## src/rtl/accum_rmw_ctrl.sv

```systemverilog
// accum_rmw_ctrl
//   Read-modify-write controller for one accumulator bank on a pseudo dual-port
//   RAM. The write port is dedicated and the read port is registered with a
//   2-cycle latency. The block accepts one (addr, value) request per cycle.
//   In accumulate mode it writes mem + value back to the RAM. In overwrite mode
//   it writes value. A two-deep write history forwards recent writes, which
//   hides the stale-read window so that address reuse never needs a stall.
//   A clear sweep zeroes every word after the pipeline has drained.
//
// Ports
//   clk, rst          clock; asynchronous active-high reset
//   in_valid/in_ready request handshake
//   in_addr/in_data   target word and operand
//   in_mode           0 = accumulate, 1 = overwrite
//   clear_start       pulse that requests a zero sweep of the whole bank
//   busy              pipeline holds an entry, or a drain/clear is in progress
//   clear_done        one-cycle pulse in the first IDLE cycle after a sweep
//   ram_rd_*          RAM read port (strobe and address are combinational)
//   ram_wr_*          RAM write port (combinational from S2 or the clear counter)
module accum_rmw_ctrl #(
    parameter int unsigned AW = 9,
    parameter int unsigned DW = 32
) (
    input  logic          clk,
    input  logic          rst,
    input  logic          in_valid,
    output logic          in_ready,
    input  logic [AW-1:0] in_addr,
    input  logic [DW-1:0] in_data,
    input  logic          in_mode,
    input  logic          clear_start,
    output logic          busy,
    output logic          clear_done,
    output logic          ram_rd_en,
    output logic [AW-1:0] ram_rd_addr,
    input  logic [DW-1:0] ram_rd_data,
    output logic          ram_wr_en,
    output logic          ram_wr_we,
    output logic [AW-1:0] ram_wr_addr,
    output logic [DW-1:0] ram_wr_wdata
);

    typedef enum logic [1:0] {IDLE, DRAIN, CLEAR} state_t;

    state_t        state, state_nxt;
    logic [AW-1:0] cnt, cnt_nxt;
    logic          clear_done_nxt;

    logic          s1_valid, s2_valid;
    logic [AW-1:0] s1_addr, s2_addr;
    logic [DW-1:0] s1_data, s2_data;
    logic          s1_mode, s2_mode;

    logic          h1_valid, h2_valid;
    logic [AW-1:0] h1_addr, h2_addr;
    logic [DW-1:0] h1_data, h2_data;

    logic          accept;
    logic [DW-1:0] base;
    logic [DW-1:0] result;

    always_comb begin
        state_nxt      = state;
        cnt_nxt        = cnt;
        clear_done_nxt = 1'b0;
        in_ready       = 1'b0;
        case (state)
            IDLE: begin
                in_ready = 1'b1;
                if (clear_start) state_nxt = DRAIN;
            end
            DRAIN: begin
                if (!s1_valid && !s2_valid) begin
                    state_nxt = CLEAR;
                    cnt_nxt   = '0;
                end
            end
            CLEAR: begin
                cnt_nxt = cnt + 1'b1;
                if (cnt == '1) begin
                    state_nxt      = IDLE;
                    clear_done_nxt = 1'b1;
                end
            end
            default: state_nxt = IDLE;
        endcase
    end

    assign accept      = in_valid & in_ready;
    assign ram_rd_en   = accept;
    assign ram_rd_addr = in_addr;
    assign busy        = s1_valid | s2_valid | (state != IDLE);

    // H1 is the write that landed at the previous edge; the RAM read for S2 missed it.
    // H2 covers the read-first collision, where a read and a write hit the same edge.
    always_comb begin
        if (h1_valid && h1_addr == s2_addr)      base = h1_data;
        else if (h2_valid && h2_addr == s2_addr) base = h2_data;
        else                                     base = ram_rd_data;
    end

    assign result = s2_mode ? s2_data : base + s2_data;

    always_comb begin
        ram_wr_en    = 1'b0;
        ram_wr_addr  = '0;
        ram_wr_wdata = '0;
        if (state == CLEAR) begin
            ram_wr_en   = 1'b1;
            ram_wr_addr = cnt;
        end else if (s2_valid) begin
            ram_wr_en    = 1'b1;
            ram_wr_addr  = s2_addr;
            ram_wr_wdata = result;
        end
    end

    assign ram_wr_we = ram_wr_en;

    always_ff @(posedge clk or posedge rst) begin
        if (rst) begin
            state      <= IDLE;
            cnt        <= '0;
            clear_done <= 1'b0;
            s1_valid   <= 1'b0;
            s1_addr    <= '0;
            s1_data    <= '0;
            s1_mode    <= 1'b0;
            s2_valid   <= 1'b0;
            s2_addr    <= '0;
            s2_data    <= '0;
            s2_mode    <= 1'b0;
            h1_valid   <= 1'b0;
            h1_addr    <= '0;
            h1_data    <= '0;
            h2_valid   <= 1'b0;
            h2_addr    <= '0;
            h2_data    <= '0;
        end else begin
            state      <= state_nxt;
            cnt        <= cnt_nxt;
            clear_done <= clear_done_nxt;
            s1_valid   <= accept;
            s1_addr    <= in_addr;
            s1_data    <= in_data;
            s1_mode    <= in_mode;
            s2_valid   <= s1_valid;
            s2_addr    <= s1_addr;
            s2_data    <= s1_data;
            s2_mode    <= s1_mode;
            h1_valid   <= ram_wr_en;
            h1_addr    <= ram_wr_addr;
            h1_data    <= ram_wr_wdata;
            h2_valid   <= h1_valid;
            h2_addr    <= h1_addr;
            h2_data    <= h1_data;
        end
    end

endmodule
```

## config.mk

```make
export PLATFORM = sky130hd
export DESIGN_NAME = accum_rmw_ctrl
export DESIGN_NICKNAME = d
export VERILOG_FILES = /design/src/rtl/accum_rmw_ctrl.sv
export SDC_FILE = /design/constraint.sdc
export NUM_CORES = 1
export LEC_CHECK = 0
export CAP_MARGIN = 20
export CELL_PAD_IN_SITES_DETAIL_PLACEMENT = 1
export CELL_PAD_IN_SITES_GLOBAL_PLACEMENT = 2
export CORE_ASPECT_RATIO = 2
export CORE_UTILIZATION = 31
export DETAILED_ROUTE_END_ITERATION = 8
export PLACE_DENSITY_LB_ADDON = 0.1
export SLEW_MARGIN = 10
export SYNTH_ARGS = -nofsm -noshare
export SYNTH_HDL_FRONTEND = slang
export SYNTH_SLANG_ARGS = --single-unit
```

## constraint.sdc

```tcl
create_clock -name clk -period 5.4 [get_ports clk]
set_input_delay 0.54 -clock clk [delete_from_list [all_inputs] [get_ports clk]]
set_output_delay 0.54 -clock clk [all_outputs]
set_load 0.005 [all_outputs]
```

## Word level (Yosys, flattened, before mapping)

Cells that the tools add are included.

- Input bits: 78
- Output and inout port bits: 56
- Register bits after elaboration: 182

- Eq/ne operators: 8
- Bitwise operators: 3
- Multiplexer cells: 18
- $add $sub $neg: 2
- Reductions and logical operators: 10

Operators with widths:

| kind | count |
|---|---|
| $mux W32 | 5 |
| $add A32 B32 Y32 | 1 |
| $mux W9 | 3 |
| $eq A9 B9 Y1 | 2 |
| $pmux W9 S2 | 1 |
| $add A9 B1 Y9 const B | 1 |
| $eq A9 B9 Y1 const B | 1 |
| $mux W2 | 3 |
| $ne A2 B2 Y1 const B | 3 |
| $pmux W2 S3 | 1 |
| $mux W1 | 5 |
| $reduce_bool A2 Y1 | 2 |
| $logic_and A1 B1 Y1 | 3 |
| $reduce_and A3 Y1 | 1 |
| $eq A2 B1 Y1 const B | 1 |
| $eq A2 B2 Y1 const B | 1 |
| $logic_not A1 Y1 | 2 |
| $logic_not A2 Y1 | 1 |
| $or A1 B1 Y1 | 2 |
| $reduce_and A2 Y1 | 1 |
| $and A1 B1 Y1 | 1 |

## Logic depth before layout (Yosys ltp)

- Depth in word-level cells: 8
- Mapped depth: 17
- Gate-level depth less buffers: 16

## Least setup slack after synthesis

OpenSTA, ideal clock, no wires.

- Path kind: reg-to-output
- Start: register s2_addr[6]
- End: output port ram_wr_wdata[29]
- Slack: 0.939 ns
- Data required time: 4.860 ns
- Arrival time: 3.921 ns
- Path buffers: 1
- Stages on the path, launching flop included: 17
- Cells stage by stage: dfrtp_1 -> xnor2_1 -> nand4_1 -> nor3_2 -> clkbuf_1 -> mux2i_1 -> o21ai_0 -> ha_1 -> a21o_1 -> a221oi_2 -> o31a_4 -> nand4_4 -> a311oi_2 -> o21ai_2 -> a41oi_2 -> mux2i_1 -> nand2_1

- Longest elaborated chain between the ends: 8
- Elaborated cells between the ends (all ways): 10
- Those cells by class: 1 x add/sub; 2 x eq/ne; 5 x mux; 2 x reduce/logical

RTL lines:

| element | RTL line | text |
|---|---|---|
| from (decl) | 50 | `logic [AW-1:0] s1_addr, s2_addr;` |
| from (signal assigned) | 148 | `s2_addr <= s1_addr;` |
| $eq A9 B9 Y1 | 98 | `else if (h2_valid && h2_addr == s2_addr) base = h2_data;` |
| $logic_and A1 B1 Y1 | 98 |  |
| $mux W32 | 98 |  |
| $mux W32 * | 97 | `if (h1_valid && h1_addr == s2_addr) base = h1_data;` |
| $add A32 B32 Y32 * | 102 | `assign result = s2_mode ? s2_data : base + s2_data;` |
| $mux W32 * | 102 |  |
| $mux W32 * | 111 | `end else if (s2_valid) begin` |
| $mux W32 * | 108 | `if (state == CLEAR) begin` |
| to (decl) | 40 | `output logic [DW-1:0] ram_wr_wdata` |

Mark *: on every way between the ends. The rest lies on a longest branch, timed or not.

## Worst setup path in the final report

- Start: register s2_addr[6]
- End: output port ram_wr_wdata[25]

Same word-level chain as after synthesis.

==> metrics.cfg <==
[outcome]
status=finished clean

[critical_path]
worst_r2r_path_depth=18
r2r-end=h1_data[29]
r2r-start=s2_addr[6]
endpoint_kind=primary output
critPathMostFrequentCell=buf_4
worstSetupStartpointType=flip-flop
cp_cell_sequence=xnor2_2, nand4_1, nor3_4, buf_12, buf_12, mux2i_1, o21ai_1, ha_2, o21ai_4, a221oi_4, buf_4, buf_4, buf_4, a311oi_4, o21ai_2, a21oi_1, or4_1, nand3_2, clkdlybuf4s50_1
crit_type=reg -> out
worstPathArrival_ns=4.75
crit_path_max_incr_delay_ns=0.51
reg2reg_slack_ns=1.28
cp.required_ns=4.86
crit_path_top_delay_cell=clkdlybuf4s50_1
worstPathMaxFanout=7

[flow_run]
drv_cap=0

[die]
dieHeight_um=232
die_area_mm2=0.0271
row_count=83
ios=134
coreArea_mm2=0.0259
start_util_pct=31.7
die_x_um=117

[layout]
fin_nets=1029
final_common_cell=dfrtp_1
fillers=2817
area_growth_pct=37.1
antenna_cells=0
fin_util_pct=43.4
layout_common_cells=181 x dfrtp_1, 121 x clkdlybuf4s50_1, 83 x nand2_1
layout-drive-gt1-share_pct=18.2

[yosys]
netlist_instances=739
synth_seq_cells=182
syn_nets=858
synth_warnings=0
synthArstFlopShare_pct=100
synthFlopType=dfrtp_1
ys_types=58
netlist_area_mm2=0.00819
synth_seq_area_share_pct=55.6
synth-edff-count=0
syn_area_per_cell_um2=11.1

[global_routing]
grtUsageMet3_pct=3.55
overflow=0
use_met1_pct=17.7
antenna_found_initial=0
grt_pass1_wl_um=36200
grt_max_degree=183
first_global_vias=6809
grt_use_total_pct=18.1
top_usage_layer=met2
met2_usage_pct=35.5

[power_and_ir_drop]
clockPowerShare_pct=32.7
switching_share_pct=31.8
switching_power_uw=1220
leakagePower_uw=0.00500
combPwrFrac_pct=24.0
cell_internal_pwr_uw=2610
ir_worst_vdd_uv=262
pwr_density_cell_mw_per_mm2=341
seq_power_share_pct=43.3

[route]
drt-pass1-iter-count=4
wirelength_um=23200
num_vias=6160
drc=0
drt-initial-drc-count=125
postRouteAntennaNets=0
wl_per_cell_um=18.3
viasPerCell=4.88

[placement]
dp_hpwl_um=16500
gp_congestion=0.771
numPortBuffers=133
dp_slack_ns=-0.0149

[timing]
fmax_ghz=0.189
hold_violations=0
tightest_slew_ns=0.993
slew_viol_final=0
layout_setup_ws_ns=0.110
setup_viol=0
whs_ns=0.349
slew_headroom_pct=33.8
post-route-min-period_ns=5.29
fin_crit_sh_pct=98.0
fin_skew_ns=0.0115
timing.setup.tns_ns=0
rsz0062_at_grt=yes

[cts]
clock-sinks=182
cts_made_buffers=17
clock_path_buffers=2
clkLatencyLatePin_ns=0.46
cts-root-buf=clkbuf_16
htree_levels=4
clkSlewWorstSetupHoldPaths_ns=0.08
hold_buffers=0
cts_tree=built

[hold_path]
hold_depth=0
whs_endpoint=s2_data[22]
hp-class=reg -> reg
worstHoldStart=s1_data[22]

## state kept, by name, summed over array words and instances (netlist names)
signal      count
s2_addr         9
state           2
cnt             9
clear_done      1
h1_addr         9
h2_addr         9
s1_valid        1
s1_mode         1
s2_mode         1
h2_data        32
h1_valid        1
h1_data        32
s2_valid        1
s1_addr         9
h2_valid        1
s1_data        32
s2_data        32
## per-layer routing
metal / routed length [um] / up-vias / share of wire, %
li1: - / 2914 / -
met1: 8230 / 3113 / 36
met2: 13700 / 107 / 59
met3: 734 / 26 / 3.2
met4: 515 / 0 / 2.2
met5: 0 / - / 0
## critical path: cells and delay by family (launching register included)
kind                       cells  cell delay, ns
AOI/OAI and AO/OA              6            0.89
xor gates and xnor gates       1            0.19
adders and majority gates      1            0.36
buffers and inverters          6            1.21
DFF                            1            0.43
muxes                          1            0.19
and+or+nand+nor                4            1.00
## worst max-delay path by stage
stage                           from  cells past startpoint  slack, ns          endpoint
after global placement    s2_addr[6]                     17       0.03  ram_wr_wdata[31]
after detailed placement  s2_addr[6]                     18      -0.01  ram_wr_wdata[26]
after CTS                 s2_addr[6]                     18      -0.03  ram_wr_wdata[22]
after global routing      s2_addr[6]                     19      -0.13  ram_wr_wdata[25]
after floorplan           s2_addr[6]                     16       0.94  ram_wr_wdata[29]
final                     s2_addr[6]                     19       0.11  ram_wr_wdata[25]
## Yosys cell counts (3+ instances only)
master    instances  area (um2)
buf_6             5        56.3
buf_4            11        82.6
o21ai_0          56         280
and2_1            6        37.5
nor2b_1           3        18.8
ha_1             40         500
and4_1            3        26.3
a21boi_0          3        22.5
xor2_1           13         114
a21o_1           17         128
dfrtp_1         182        4550
nand2_1          86         323
nor3_1            6        30.0
and3_1            9        56.3
o21ai_2           3        26.3
clkbuf_1         21        78.8
a21oi_1          48         240
a211oi_1          3        22.5
nand4_1          16         100
mux2i_1          40         400
a31oi_1           6        37.5
nand3_1          21         105
inv_1             8        30.0
xnor2_1          28         245
nor2_1           58         218
## kinds of logic (layout without fill, tap and decap cells)
group                      count (synthesis)  count (layout)  synth area share, %
and+or+nand+nor                          224             224                 12.8
DFF                                      182             182                 55.6
AOI/OAI and AO/OA                        162             162                 12.5
buffers and inverters                     49             233                 3.38
adders and majority gates                 41              41                 6.36
xor gates and xnor gates                  41              41                 4.39
muxes                                     40              40                 4.89
## metrics by stage
stage,instance area [um2],total power (uW),std cells
6_report,11200,3830,1263
5_1_grt,11200,4040,1263
4_1_cts,10700,3840,1229
3_5_place_dp,9830,2540,1183
3_3_place_gp,9830,2520,1183
2_1_floorplan,8190,2120,739
## power groups by stage
stage / registers, uW / clock network [uW] / logic (uW)
final: 1660 / 1250 / 917
after global routing: 1680 / 1340 / 1010
after CTS: 1660 / 1300 / 881
after detailed placement: 1680 / 0 / 851
after global placement: 1670 / 0 / 845
after floorplan: 1640 / 0 / 483
## layout make-up
cell class / instances / area (um2) / share of cell area [%]
well taps: 340 / 425 / 3.79
repair buffers: 193 / 1870 / 16.7
flip-flops and latches: 182 / 4560 / 40.6
multi-input cells: 508 / 3740 / 33.3
clock buffers: 17 / 425 / 3.79
clock inverters: 15 / 174 / 1.55
inverters: 8 / 33.8 / 0.301
## what timing repair did
action	4_1_cts	5_1_grt
setup endpoints to repair	15	15
pin swaps	21	33
resized for setup	42	78
hold endpoints to repair	0	0
cloned	1	1
buffers inserted	13	33
Note: power is estimated with default switching activity, not from simulation.
